[src/rtl/symbol_source_pkg.sv]
// symbol_source_pkg: shared widths, mapper levels and LFSR helpers for the symbol path
package symbol_source_pkg;

    localparam int LFSR_W = 22;
    localparam int MAP_W  = 18;
    localparam int IDX_W  = 4;

    localparam logic [LFSR_W-1:0] SEED_DEFAULT = 22'h3FFFFF;

    // Four-level amplitude alphabet, shared with the slicer and MER blocks
    localparam logic signed [MAP_W-1:0] LVL_N3 = 18'sh20000;
    localparam logic signed [MAP_W-1:0] LVL_N1 = -18'sd43691;
    localparam logic signed [MAP_W-1:0] LVL_P1 = 18'sd43690;
    localparam logic signed [MAP_W-1:0] LVL_P3 = 18'sd131071;

    // One step of the x^22+x^21+1 Fibonacci register
    function automatic logic [LFSR_W-1:0] lfsr_step(input logic [LFSR_W-1:0] s);
        return {s[LFSR_W-2:0], s[LFSR_W-1] ^ s[LFSR_W-2]};
    endfunction

endpackage

[src/rtl/symbol_source_qam_axis_map.sv]
// qam_axis_map: Gray-coded 2-bit to four-level amplitude mapping for one axis
module qam_axis_map
    import symbol_source_pkg::*;
(
    input  logic [1:0]              bits_i,
    output logic signed [MAP_W-1:0] level_o
);

    // Gray order along the axis: 00, 01, 11, 10 from most negative to most positive
    always_comb level_o = bits_i[1] ? (bits_i[0] ? LVL_P1 : LVL_P3)
                                    : (bits_i[0] ? LVL_N1 : LVL_N3);

endmodule

[src/rtl/symbol_source.sv]
// symbol_source: LFSR or ramp symbol generator feeding a registered Gray-coded 4x4 mapper
module symbol_source
    import symbol_source_pkg::*;
#(
    parameter logic [LFSR_W-1:0] SEED         = SEED_DEFAULT,
    parameter bit                PERIOD_CHECK = 1'b1
) (
    input  logic                    clk,
    input  logic                    reset,
    input  logic                    sym_clk_en,
    input  logic                    hold,
    input  logic                    test_mode,
    output logic signed [MAP_W-1:0] map_out_i,
    output logic signed [MAP_W-1:0] map_out_q,
    output logic [IDX_W-1:0]        sym_idx,
    output logic                    sym_valid,
    output logic                    clear_accum,
    output logic [LFSR_W-1:0]       lfsr_state
);

    logic [LFSR_W-1:0]       lfsr_q, lfsr_d, lfsr_nxt;
    logic [IDX_W-1:0]        ramp_q, ramp_d;
    logic [IDX_W-1:0]        sym_idx_q, sym_idx_d;
    logic signed [MAP_W-1:0] map_i_q, map_q_q, map_i_d, map_q_d;
    logic                    valid_q, valid_d;
    logic                    clear_q, clear_d;
    logic                    qual, adv, ramp_step, lockup;

    // Enable qualification, sequence next-state and the wrap detector
    always_comb begin
        qual      = sym_clk_en & ~hold;
        adv       = qual & ~test_mode;
        ramp_step = qual & test_mode;
        lockup    = lfsr_q == '0;
        lfsr_nxt  = lfsr_step(lfsr_q);
        lfsr_d    = lockup ? SEED : (adv ? lfsr_nxt : lfsr_q);
        ramp_d    = ramp_step ? ramp_q + 4'd1 : ramp_q;
        sym_idx_d = adv ? lfsr_q[IDX_W-1:0] : (ramp_step ? ramp_q : sym_idx_q);
        valid_d   = qual;
        clear_d   = PERIOD_CHECK && adv && !lockup && (lfsr_nxt == SEED);
    end

    // Map the index being loaded so levels and index land on the same edge
    qam_axis_map u_map_i (.bits_i(sym_idx_d[1:0]), .level_o(map_i_d));
    qam_axis_map u_map_q (.bits_i(sym_idx_d[3:2]), .level_o(map_q_d));

    // State and output registers; reset returns everything to the seed point
    always_ff @(posedge clk or posedge reset) begin
        if (reset) begin
            lfsr_q    <= SEED;
            ramp_q    <= '0;
            sym_idx_q <= '0;
            map_i_q   <= LVL_N3;
            map_q_q   <= LVL_N3;
            valid_q   <= 1'b0;
            clear_q   <= 1'b0;
        end else begin
            lfsr_q    <= lfsr_d;
            ramp_q    <= ramp_d;
            sym_idx_q <= sym_idx_d;
            map_i_q   <= qual ? map_i_d : map_i_q;
            map_q_q   <= qual ? map_q_d : map_q_q;
            valid_q   <= valid_d;
            clear_q   <= clear_d;
        end
    end

    assign map_out_i   = map_i_q;
    assign map_out_q   = map_q_q;
    assign sym_idx     = sym_idx_q;
    assign sym_valid   = valid_q;
    assign clear_accum = clear_q;
    assign lfsr_state  = lfsr_q;

endmodule

[config.mk]
export PLATFORM = sky130hd
export DESIGN_NAME = symbol_source
export DESIGN_NICKNAME = d
export VERILOG_FILES = /design/src/rtl/symbol_source_pkg.sv /design/src/rtl/symbol_source_qam_axis_map.sv /design/src/rtl/symbol_source.sv
export SDC_FILE = /design/constraint.sdc
export NUM_CORES = 1
export LEC_CHECK = 0
export ABC_AREA = 1
export BUFFER_PORTS_ARGS = -buffer_cell sky130_fd_sc_hd__buf_4
export CORE_UTILIZATION = 51
export CTS_CLUSTER_SIZE = 25
export DETAILED_ROUTE_END_ITERATION = 10
export PLACE_DENSITY_LB_ADDON = 0.2
export SYNTH_ARGS = -nofsm -noshare
export SYNTH_HDL_FRONTEND = slang
export SYNTH_SLANG_ARGS = --single-unit
[constraint.sdc]
create_clock -name clk -period 1.7 [get_ports clk]
set_input_delay 0.425 -clock clk [delete_from_list [all_inputs] [get_ports clk]]
set_output_delay 0.425 -clock clk [all_outputs]
set_load 0.005 [all_outputs]
==> impl_metrics.tcl <==
set metrics [dict create \
    drt_iter0_drc 138 \
    htree_levels 2 \
    grt_pass1_vias 1549 \
    seq_power_share_pct 40.0 \
    period_needed_ps 1530 \
    firstDrtPassIters 4 \
    vias 1779 \
    synth_top_area_share_pct 28.2 \
    antenna_cells 0 \
    period_share_pct 90.3 \
    antenna_found_initial 0 \
    slowest_delay_ps 550 \
    hold_class "input pin to asynchronous set/reset pin" \
    end_kind "flop" \
    crit-reg2reg-launch "lfsr_state[20]" \
    pwr-share-comb_pct 46.6 \
    path_max_fanout 12 \
    initial_core_util_pct 54.4 \
    status "completed" \
    cp.arrival_ps 1750 \
    power.switching_w 0.00178 \
    synth_seq_cells 38 \
    drive_gt1_share_pct 40.3 \
    cts_setup_buffers 0 \
    skew_ps 12.3 \
    pin_count 69 \
    vias_per_cell 4.83 \
    worstSetupStartpointType "flop" \
    netlist_area_um2 2240 \
    drt_wl_total_um 4260 \
    cp-startpoint "lfsr_state[20]" \
    grt_start_max_net_pins 39 \
    core_um2 4120 \
    rrSetupSlack_ps 170 \
    grt_first_pass_wirelength_um 6910 \
    fp.dieH_um 68.2 \
    cp_cell_sequence "inv_1 -> ha_1 -> nand2_1 -> nor2_2 -> nand3_4 -> buf_4 -> nand3_1 -> nand2_1" \
    cts_tree "done" \
    internal_power_w 0.00293 \
    grt_overflow 0 \
    ys_warn_count 0 \
    clock-root-buffer "clkbuf_8" \
    required_ps 1920 \
    syn_area_per_cell_um2 8.14 \
    syn_nets 282 \
    synth_cell_types 26 \
    nNetsFinal 324 \
    tightest_slew_ps 462 \
    synthTopCellsByArea "dfstp_2 28%, dfrtp_1 16%, nand2_1 14%, buf_4 10%, nand3_1 5.4%" \
    postCtsHoldBufs 0 \
    setup_tns_ps 0 \
    fin_area_um2 2650 \
    slew_headroom_pct 69.2 \
    path_buf_inv 2 \
    r2r_cells 8 \
    clkSinkCount 38 \
    crit_top_cell "nand2_1" \
    num_rows 23 \
    synth.yosys.seq_area_share_pct 43.8 \
    yosysTopAreaCell "dfstp_2" \
    ir_drop_mv 1.08 \
    syn_to_final_growth_pct 18.3 \
    hold_viol_final 0 \
    clk_latency_ps 280 \
    netSwitchingFraction_pct 37.8 \
    clk_pin_slew_ps 80 \
    dp_hpwl_um 3110 \
    path_class "flop to flop" \
    ant_nets 0 \
    setup_viol 0 \
    crit_family "flip-flops" \
    cts_buffer_depth 2 \
    grt_setup_unrepaired "no" \
    post_cts_resized 0 \
    synthCells 275 \
    slowest_stage "dfstp_2" \
    portBuffers 68 \
    dieArea_um2 4660 \
    grtUsageTotal_pct 19.9 \
    cts_buffers 5 \
    powerDensity_nw_per_um2 1780 \
    p_clk_share_pct 13.3 \
    gp_congestion 0.809 \
    max_freq_ghz 0.652 \
    die_x_um 68.2 \
    wl_per_cell_um 11.6 \
    reg2reg_to "lfsr_state[11]" \
    drv_cap 0 \
    maxSlewViolCount 0 \
    drc 0 \
    dpl_cell_area_um2 2550 \
    p_leak_nw 1.43 \
]
## cells by family after synthesis
kind of cell,Yosys count,share of synthesized area [%]
XOR/XNOR,3,1.17
AO/OA/AOI/OAI,7,2.35
adder cells (fa/ha/maj),2,1.12
flip-flops,38,43.8
multiplexers,1,0.503
AND/OR/NAND/NOR,156,33.1
buffers and inverters,68,17.9
## power groups by stage
| stage | clock [W] | combinational (W) | sequential, W |
|---|---|---|---|
| CTS | 0.000646 | 0.00223 | 0.00189 |
| detailed placement | 0 | 0.00222 | 0.00190 |
| global placement | 0 | 0.00218 | 0.00188 |
| finish | 0.000629 | 0.00220 | 0.00188 |
| global route | 0.000682 | 0.00249 | 0.00196 |
| floorplan | 0 | 0.00152 | 0.00183 |
## metal layers
metal,vias to the layer above,GRT usage (%),part of all wire (%)
li1,901,-,-
met1,817,26.8,48
met2,59,32.2,47
met3,2,5.00,4.9
met4,0,3.91,0.47
met5,-,0,0
## flip-flops by register name, summed over array words and instances (netlist names)
register	cells
map_out_i	3
map_out_q	3
sym_idx	4
clear_accum	1
sym_valid	1
ramp_q	4
lfsr_state	22
## worst reg2reg max path, delay by kind of cell (launching register included)
family        cells  cell delay, ps
fa+ha+maj         1             220
buf+inv           2             250
flops             1             550
simple gates      5             450
## layout make-up
cell class              count  area (um^2)
fillers                   361         1470
flip-flops and latches     38          981
multi-input cells         169          856
repair buffers             71          533
inverters                  32          120
clock buffers               6         82.6
well taps                  50         62.6
clock inverters             2         12.5
## Yosys cell counts
library cell	n
nor2_2	5
dfstp_2	24
nand2_4	3
nand2_2	5
dfrtp_1	14
buf_6	4
o211ai_1	4
and2_1	1
nand4_1	1
mux2_1	1
nand2_1	83
nor2_1	23
buf_4	30
nor2_8	1
nand3_4	2
inv_2	5
buf_2	2
xnor2_1	1
nand3_1	24
inv_1	27
xor2_1	2
ha_1	2
nor2_4	3
o21ai_1	2
nor3_1	5
o211ai_2	1
## placed cells by master, fill, tap and decap left out, drive strengths merged
| cell | instances |
|---|---|
| and2 | 1 |
| buf | 71 |
| clkbuf | 6 |
| clkinv | 1 |
| clkinvlp | 1 |
| dfrtp | 14 |
| dfstp | 24 |
| ha | 2 |
| inv | 32 |
| mux2 | 1 |
| nand2 | 91 |
| nand3 | 26 |
| nand4 | 1 |
| nor2 | 32 |
| nor3 | 5 |
| o211ai | 5 |
| o21ai | 2 |
| xnor2 | 1 |
| xor2 | 2 |
## stage by stage
| step | util, % | hold slack, ps | worst slack [ps] | instances | power (W) |
|---|---|---|---|---|---|
| detailed placement | 62.0 | 470 | 186 | 360 | 0.00412 |
| CTS | 64.3 | 263 | 162 | 368 | 0.00477 |
| floorplan | - | 442 | 330 | 275 | 0.00335 |
| finish | 64.3 | 254 | 165 | 368 | 0.00471 |
| global route | 64.3 | 304 | 29.4 | 368 | 0.00513 |
| global placement | 62.0 | 460 | 226 | 360 | 0.00406 |
## worst max-delay path by stage
stage | end | slack [ps] | cells past startpoint
3_5_place_dp | lfsr_state[12] | 190 | 8
6_report | lfsr_state[11] | 170 | 8
3_3_place_gp | lfsr_state[13] | 230 | 8
2_1_floorplan | lfsr_state[10] | 330 | 8
5_1_grt | lfsr_state[13] | 30 | 8
4_1_cts | lfsr_state[11] | 160 | 8
No activity file was read; power rests on OpenSTA's default activity.
